`config.mk`:
```
export PLATFORM = sky130hd
export DESIGN_NAME = pwm_from_count
export DESIGN_NICKNAME = d
export VERILOG_FILES = /design/src/rtl/pwm_from_count_pkg.sv /design/src/rtl/pwm_seq_check.sv /design/src/rtl/pwm_from_count.sv
export SDC_FILE = /design/constraint.sdc
export NUM_CORES = 1
export LEC_CHECK = 0
export CAP_MARGIN = 5
export CELL_PAD_IN_SITES_DETAIL_PLACEMENT = 1
export CELL_PAD_IN_SITES_GLOBAL_PLACEMENT = 1
export CORE_ASPECT_RATIO = 1.75
export CORE_UTILIZATION = 30
export CTS_BUF_LIST = sky130_fd_sc_hd__clkbuf_16
export DETAILED_ROUTE_END_ITERATION = 12
export GPL_ROUTABILITY_DRIVEN = 0
export PLACE_DENSITY_LB_ADDON = 0.25
export SYNTH_ARGS = -nofsm -noshare
export SYNTH_HDL_FRONTEND = slang
export SYNTH_SLANG_ARGS = --single-unit
```
`constraint.sdc`:
```
create_clock -name clk -period 5.3 [get_ports clk]
set_input_delay 1.06 -clock clk [delete_from_list [all_inputs] [get_ports clk]]
set_output_delay 1.06 -clock clk [all_outputs]
set_load 0.02 [all_outputs]
```
`src/rtl/pwm_from_count_pkg.sv`:
```
// Shared types and defaults for the count-driven PWM block.
package pwm_from_count_pkg;

  localparam int unsigned DEFAULT_WIDTH = 4;

  typedef enum logic {
    SYNC = 1'b0,
    RUN  = 1'b1
  } state_e;

  // Single-cycle status bits plus the PWM level, registered together.
  typedef struct packed {
    logic pwm;
    logic ack;
    logic tick;
    logic err;
  } pwm_flags_t;

endpackage

```
`src/rtl/pwm_seq_check.sv`:
```
// Tracks the previous count and classifies the current count step.
module pwm_seq_check #(
  parameter int unsigned WIDTH = 4
) (
  input  logic             clk,
  input  logic             rst,
  input  logic [WIDTH-1:0] count_in,
  output logic             step_ok,
  output logic             wrap
);

  localparam logic [WIDTH-1:0] CNT_MAX = '1;

  logic [WIDTH-1:0] prev_cnt;
  logic [WIDTH-1:0] prev_inc;

  always_ff @(posedge clk or posedge rst) begin
    if (rst) prev_cnt <= '0;
    else     prev_cnt <= count_in;
  end

  // Increment wraps naturally at WIDTH bits, so 2^WIDTH-1 -> 0 is a legal step.
  assign prev_inc = prev_cnt + WIDTH'(1);
  assign step_ok  = (count_in == prev_cnt) || (count_in == prev_inc);
  assign wrap     = (count_in == '0) && (prev_cnt == CNT_MAX);

endmodule

```
`src/rtl/pwm_from_count.sv`:
```
// PWM generator driven by an upstream free-running counter, with
// boundary-synchronous duty updates and count-sequence supervision.
module pwm_from_count
  import pwm_from_count_pkg::*;
#(
  parameter int unsigned      WIDTH      = DEFAULT_WIDTH,
  parameter logic [WIDTH-1:0] RESET_DUTY = '0
) (
  input  logic             clk,
  input  logic             rst,
  input  logic [WIDTH-1:0] count_in,
  input  logic [WIDTH-1:0] duty_in,
  input  logic             duty_load,
  output logic             duty_busy,
  output logic             duty_ack,
  output logic             pwm_out,
  output logic             period_tick,
  output logic             seq_err
);

  state_e           state_q, state_d;
  logic [WIDTH-1:0] active_duty_q, active_duty_d;
  logic [WIDTH-1:0] pend_duty_q, pend_duty_d;
  logic [WIDTH-1:0] duty_next;
  logic             pending_q, pending_d;
  pwm_flags_t       flags_q, flags_d;
  logic             step_ok;
  logic             wrap;
  logic             cnt_zero;
  logic             wrap_evt;
  logic             apply;

  pwm_seq_check #(
    .WIDTH (WIDTH)
  ) u_seq_check (
    .clk      (clk),
    .rst      (rst),
    .count_in (count_in),
    .step_ok  (step_ok),
    .wrap     (wrap)
  );

  assign cnt_zero = (count_in == '0);

  always_ff @(posedge clk or posedge rst) begin
    if (rst) begin
      state_q       <= SYNC;
      active_duty_q <= RESET_DUTY;
      pend_duty_q   <= '0;
      pending_q     <= 1'b0;
      flags_q       <= '0;
    end else begin
      state_q       <= state_d;
      active_duty_q <= active_duty_d;
      pend_duty_q   <= pend_duty_d;
      pending_q     <= pending_d;
      flags_q       <= flags_d;
    end
  end

  // Next-state, duty handshake and PWM compare.
  always_comb begin
    state_d       = state_q;
    active_duty_d = active_duty_q;
    pend_duty_d   = pend_duty_q;
    pending_d     = pending_q;
    flags_d       = '0;
    wrap_evt      = 1'b0;
    apply         = 1'b0;
    duty_next     = active_duty_q;

    case (state_q)
      SYNC: begin
        if (cnt_zero) begin
          wrap_evt = 1'b1;
          state_d  = RUN;
        end
      end
      RUN: begin
        if (!step_ok) begin
          flags_d.err = 1'b1;
          state_d     = SYNC;
        end else if (wrap) begin
          wrap_evt = 1'b1;
        end
      end
      default: state_d = SYNC;
    endcase

    apply = wrap_evt && pending_q;
    if (apply) duty_next = pend_duty_q;

    flags_d.tick = wrap_evt;
    flags_d.ack  = apply;
    // Output is low whenever the next state is SYNC, including the error cycle.
    if (state_d == RUN) flags_d.pwm = (count_in < duty_next);

    // A load coinciding with an apply is dropped because pending_q is still set.
    if (apply) begin
      active_duty_d = pend_duty_q;
      pending_d     = 1'b0;
    end else if (duty_load && !pending_q) begin
      pend_duty_d = duty_in;
      pending_d   = 1'b1;
    end
  end

  assign pwm_out     = flags_q.pwm;
  assign duty_ack    = flags_q.ack;
  assign period_tick = flags_q.tick;
  assign seq_err     = flags_q.err;
  assign duty_busy   = pending_q;

endmodule

```
# After elaboration in Yosys (flattened, before gate mapping)

Cells that the tools add are included.

Order comparisons: 1
Reductions and logical operators: 8
Mux-type cells: 12
Bitwise gates (word level): 2
$add $sub $neg: 1
Equal/unequal tests: 3

Operators by type and width:

| kind                | count |
|---|---|
| $mux 1              | 9 |
| $eq 4x4->1          | 2 |
| $add 4x1->4 const B | 1 |
| $eq 4x4->1 const B  | 1 |
| $logic_not 4->1     | 1 |
| $lt 4x4->1          | 1 |
| $mux 4              | 1 |
| $pmux 1 s2          | 2 |
| $logic_and 1x1->1   | 3 |
| $not 1->1           | 2 |
| $reduce_and 2->1    | 1 |
| $reduce_bool 2->1   | 1 |
| $logic_not 1->1     | 1 |
| $logic_or 1x1->1    | 1 |

Bits in registers: 18
Output and inout port bits: 5

# Longest topological paths before layout

Gate-level depths: netlist of run 1.

Depth after elaboration: 9
Gate-level depth with buffers: 11
Mapped depth without buffers: 11

# Hierarchy

A second synthesis of run 1 with hierarchy kept.

Cells, all modules: 71
Area total of the unflattened synthesis: 878.3 um2

By module, submodules not included:

| module         | times used | cells an instance | area an instance (um2) |
|---|---|---|---|
| pwm_from_count | 1          | 52                | 648.1 |
| pwm_seq_check  | 1          | 19                | 230.2 |

# Least setup slack after synthesis of run 1

No wires, ideal clock.

Path kind: input -> register
Start point: input count_in[3]
End point: register flags_q (netlist bit pwm_out)
Stages: 10
Required time: 5206 ps
Path slack: 2312 ps
Path buffers: 0
Arrival time: 2894 ps
Cell sequence: xnor2_1 xor2_1 nor4_4 a21oi_4 mux2i_1 ha_1 a21o_1 a21oi_1 nand2_1 a211oi_1

RTL lines:

| element              | RTL line             | text |
|---|---|---|
| from (decl)          | pwm_from_count.sv:11 | `input logic [WIDTH-1:0] count_in,` |
| to (signal assigned) | pwm_from_count.sv:57 | `flags_q <= flags_d;` |
| to (decl)            | pwm_from_count.sv:26 | `pwm_flags_t flags_q, flags_d;` |

==> out/results.tsv, run 1 <==
metric	value	unit
slew_violations	0	
setup_viol	0	
avgSynthCellArea	12.46	µm²
die_h	73.84	µm
grtUsageTotal	14.56	%
path_cells	clkdlybuf4s50_1 > xnor2_1 > xor2_1 > nor4_4 > a21oi_4 > mux2i_1 > ha_1 > a21o_1 > a21oi_1 > nand2_1 > a211oi_1	
max_freq	275.3	MHz
final_common_cell	dfrtp_1	
synth-seq-area-share	50.92	%
diodes	0	
final-hold-violation-count	0	
area_delta_synth_final	29.28	%
clk_path_buf_depth	2	
nFillCells	303	
timing.rr.start	u_seq_check.prev_cnt[0]$_DFF_PP0_	
clk_latency	0.24	ns
synth_cells	71	
drtAntennaViolNets	0	
ff_latch_area	450.4	µm²
start_util	32.14	%
cts_tree	built	
critPathCaptureType	register	
final_cell_mix	dfrtp_1, clkdlybuf4s50_1, nor2_1	
ir_drop	0.2084	mV
coreArea	2753	µm²
post-cts-setup-buffers	0	
die-width	43.05	µm
cts_resized	0	
h-tree-depth	1	
setup_tns	0	ns
min-delay-path-class	reg2reg	
cts_buffers	3	
cp_max_fo	10	
worst_pin_slew	0.6893	ns
firstDrtPassIters	2	
min_from	active_duty_q[3]$_DFF_PP0_	
powerDensity	444.2	nW/µm²
ys_types	24	
setup.worst_path.start_class	input pin	
setup_ws	1.668	ns
die_area	3179	µm²
viasPerCell	5.276	
ioPinCount	16	
vias	612	
synth_edf_count	0	
cts.sinks	18	
period_share	68.54	%
yosys_warnings	0	
syn_area	884.6	µm²
hold_buffers	0	
required	5.45	ns
status	finished, final reports clean	
max_slew_margin	54.00	%
portBuffers	15	
leakage	0.5142	nW
ys_ff_latch	18	
max_cap_violations	0	
synth_ff_type	dfrtp_1	
dp.final_hpwl	1319	µm
yosysTopAreaCell	dfrtp_1	
synth_nets	86	
arrival	3.78	ns
multi_input_area	422.9	µm²
grt_max_degree	19	
grt_pass1_wl	3312	µm
cpPeakStageDelay	0.50	ns
drive_above_1_share	14.61	%
wire_per_inst	15.70	µm
drcViolationCount	0	
pre_cts_ws	1.418	ns
async_flop_share	100.0	%
clkTransAtPathRegs	0.05	ns
drtIter0Drc	2	
fp-row-count	25	
crit_type	in2reg	
skew	0.001429	ns
nets	106	
cpMaxStageDelayCell	clkdlybuf4s50_1	
grt_pass1_vias	709	
antenna_found_initial	0	
cts-root-buf	clkbuf_16	
yosys.area.top_type_share	50.92	%
wl	1821	µm
rsz0062_at_grt	false	
synth.area.top_cells	dfrtp_1, mux2_4, ha_1	
min_period	3.632	ns
grt-ovfl-total	0	
startpoint	count_in[3]	
-- cells by family after synthesis --
| group | count (synthesis) | share of synthesized area, % |
|---|---|---|
| AO/OA/AOI/OAI | 10 | 8.205 |
| AND/OR/NAND/NOR | 18 | 11.74 |
| multiplexers | 11 | 15.28 |
| flip-flops | 18 | 50.92 |
| buffers and inverters | 3 | 1.273 |
| XOR/XNOR | 7 | 6.931 |
| adder cells (fa/ha/maj) | 4 | 5.658 |
-- state kept, by name, indices dropped and copies added, names as in the netlist --
signal                count
u_seq_check.prev_cnt      4
pwm_out                   1
duty_busy                 1
period_tick               1
pend_duty_q               4
duty_ack                  1
seq_err                   1
active_duty_q             4
state_q                   1
-- area by class of cell --
class | instances | share of cell area (%)
inverter | 3 | 0.9847
timing repair buffer | 15 | 13.13
sequential | 18 | 39.39
tap | 27 | 2.954
clock buffer | 3 | 6.565
multi-input combinational | 50 | 36.98
-- per-stage QoR --
step	total power [mW]	instances	cell area [µm²]	utilization [%]	hold WS, ns
after global routing	0.5421	116	1144	41.55	0.5400
after detailed placement	0.3636	113	1069	38.82	0.4977
after global placement	0.3570	113	1069	38.82	0.4941
after floorplan	0.3124	71	884.6	-	0.4812
final	0.5080	116	1144	41.55	0.5143
after CTS	0.5165	116	1144	41.55	0.5135
-- path summary, 6_finish.rpt --
check                                                         end  slack (ns)  cells after the start
worst max register to register                  pwm_out$_DFF_PP0_        2.55                     10
min in group asynchronous       u_seq_check.prev_cnt[2]$_DFF_PP0_        1.22                      2
worst min-delay path                   active_duty_q[3]$_DFF_PP0_        0.51                      1
worst min register to register         active_duty_q[3]$_DFF_PP0_        0.51                      1
max in group asynchronous              active_duty_q[2]$_DFF_PP0_        3.64                      2
worst max-delay path                            pwm_out$_DFF_PP0_        1.67                     11
-- report_power, final --
group	total [mW]	switching (mW)	leakage, nW	internal [mW]
clock network	0.146	0.0469	0.0370	0.0991
logic	0.151	0.0661	0.258	0.0847
registers	0.211	0.0297	0.219	0.182
-- worst max-delay path, delay by kind of cell --
kind | cells | cell delay, ns
AO/OA/AOI/OAI | 4 | 0.97
XOR/XNOR | 2 | 0.52
adder cells (fa/ha/maj) | 1 | 0.27
buffers and inverters | 1 | 0.50
multiplexers | 1 | 0.27
AND/OR/NAND/NOR | 2 | 0.18
-- synth_stat cells, types with 2 or more instances --
master / count
nand2_1: 3
a21oi_1: 2
ha_1: 4
dfrtp_1: 18
o21ai_0: 3
mux2_4: 4
xnor2_1: 5
inv_1: 3
nand3_1: 3
nor2_1: 6
mux2i_1: 3
xor2_1: 2
mux2_2: 4
-- routing by layer --
| layer | share of wire (%) | up-vias | routed length [µm] | global-route usage (%) |
|---|---|---|---|---|
| li1 | - | 289 | - | - |
| met1 | 36 | 306 | 664 | 14.86 |
| met2 | 57 | 13 | 1043 | 26.60 |
| met3 | 3.5 | 4 | 64 | 2.457 |
| met4 | 2.6 | 0 | 48 | 9.091 |
| met5 | 0 | - | 0 | 0 |
(Power assumes the default switching activity.)
==> run 2, diff against run 1 <==
==> constraint.sdc (replaced) <==
create_clock -name clk -period 3.4 [get_ports clk]
set_input_delay 0.68 -clock clk [delete_from_list [all_inputs] [get_ports clk]]
set_output_delay 0.68 -clock clk [all_outputs]
set_load 0.02 [all_outputs]
==> out/results.tsv, run 2 (same netlist as run 1, synthesis figures left out) <==
metric	value	unit	change
arrival	3.15	ns	-0.63 ns
ff_latch_area	450.4	µm²	unchanged
setup_viol	0		unchanged
period_share	88.26	%	
final_cells	122		+5.2%
grt_pass1_vias	738		+4.1%
cts-root-buf	clkbuf_16		
portBuffers	15		unchanged
min_period	3.001	ns	
crit_type	in2reg		
final-hold-violation-count	0		unchanged
hold_end	active_duty_q[0]$_DFF_PP0_		
placedCellCount	119		+5.3%
nets	112		+5.7%
skew	0.002100	ns	+0.0006708 ns
min-delay-path-class	reg2reg		
rrSetupSlack	0.86	ns	-1.69 ns
antenna_found_initial	0		unchanged
drtAntennaViolNets	0		unchanged
cts_buffers	3		unchanged
grtUsageTotal	15.02	%	+0.46 points
largest_registers	active_duty_q: 4 flops, pend_duty_q: 4 flops, u_seq_check.prev_cnt: 4 flops		
slew_violations	0		unchanged
critPathCaptureType	register		
max_slew_margin	55.01	%	+1.0 points
finalPower	792.4	µW	+56%
setup_ws	0.3992	ns	-1.268 ns
ioPinCount	16		unchanged
max_cap_violations	0		unchanged
wire_per_inst	14.89	µm	-5.2%
firstDrtPassIters	2		unchanged
powerDensity	666.6	nW/µm²	+50%
fp-row-count	25		unchanged
area_delta_synth_final	34.37	%	
nFillCells	294		-3.0%
holdWs	0.5123	ns	-0.002011 ns
r2r_cells	10		unchanged
diodes	0		unchanged
worst_pin_slew	0.6741	ns	-0.01519 ns
status	finished, final reports clean		
final_common_cell	dfrtp_1		
timing.rr.start	u_seq_check.prev_cnt[0]$_DFF_PP0_		
drcViolationCount	0		unchanged
setup.worst_path.start_class	input pin		
coreArea	2753	µm²	unchanged
cts.sinks	18		unchanged
die_area	3179	µm²	unchanged
post-cts-setup-buffers	0		unchanged
start_util	32.14	%	unchanged
leakage	0.5430	nW	+5.6%
grt_pass1_wl	3332	µm	+0.60%
viasPerCell	5.156		-2.3%
required	3.55	ns	-1.90 ns
cts_tree	built		
grt-ovfl-total	0		unchanged
final_cell_mix	dfrtp_1, clkdlybuf4s50_1, nor2_1, buf_4, xnor2_1		
clk_path_buf_depth	2		unchanged
rsz0062_at_grt	false		
vias	629		+2.8%
dpl_cell_area	1114	µm²	+4.2%
clk_latency	0.25	ns	about the same
die-width	43.05	µm	unchanged
pre_cts_ws	0.1007	ns	-1.317 ns
hold_buffers	0		unchanged
worstReg2RegEnd	pwm_out$_DFF_PP0_		
clkTransAtPathRegs	0.05	ns	about the same
cts_resized	0		unchanged
cp_max_fo	5		-5
wl	1816	µm	-0.27%
setup_tns	0	ns	unchanged
min_from	active_duty_q[0]$_DFF_PP0_		
final_area	1189	µm²	+3.9%
die_h	73.84	µm	unchanged
h-tree-depth	1		unchanged
ir_drop	0.3607	mV	+73%
max_freq	333.2	MHz	
grt_max_degree	19		unchanged
hold_path_depth	1		unchanged
drive_above_1_share	20.00	%	+5.4 points
drtIter0Drc	12		+10
dp.final_hpwl	1450	µm	+10%
utilization	43.18	%	+1.6 points
multi_input_area	422.9	µm²	unchanged
==> run 2: changes by cell type in the layout (fill, tap and decap cells not counted), sizes merged <==
cell / change
buf: +6
==> run 2: worst max-delay path by stage <==
stage,startpoint,end,slack (ns),depth (start not counted)
2_1_floorplan,count_in[3],pwm_out$_DFF_PP0_,0.79,10
3_3_place_gp,count_in[2],pwm_out$_DFF_PP0_,0.1,11
3_5_place_dp,count_in[3],pwm_out$_DFF_PP0_,0.10,11
4_1_cts,count_in[3],pwm_out$_DFF_PP0_,0.34,11
5_1_grt,count_in[3],pwm_out$_DFF_PP0_,0.12,11
6_report,count_in[3],pwm_out$_DFF_PP0_,0.40,11
==> run 2: report_power, final <==
part | total (mW) | switching, mW | internal (mW)
combinational | 0.236 | 0.101 | 0.135
clock | 0.229 | 0.0745 | 0.155
sequential | 0.327 | 0.0438 | 0.283
==> run 2: per-layer routing <==
layer  global-route usage [%]  routed length [µm]  vias to the layer above
met3                    3.931                  68                        5
met1                    14.73                 665                      310
met4                    10.10                  58                        0
li1                         -                   -                      301
met2                    26.77                1023                       13
met5                        0                   0                        -
==> run 2: critical path: stages <==
cell and delay [ns]:
clkdlybuf4s50_1 0.57, xnor2_1 0.18, xor2_1 0.27, nor4_4 0.10
a21oi_4 0.24, mux2i_1 0.22, ha_1 0.26, a21o_1 0.18
a21oi_1 0.17, nand2_1 0.07, a211oi_1 0.22
==> run 2: cell type report <==
cell class              count  share of cell area [%]
inverters                   3                  0.9474
well taps                  27                   2.842
clock buffers               3                   6.316
flip-flops and latches     18                   37.89
repair buffers             21                   16.42
multi-input cells          50                   35.58
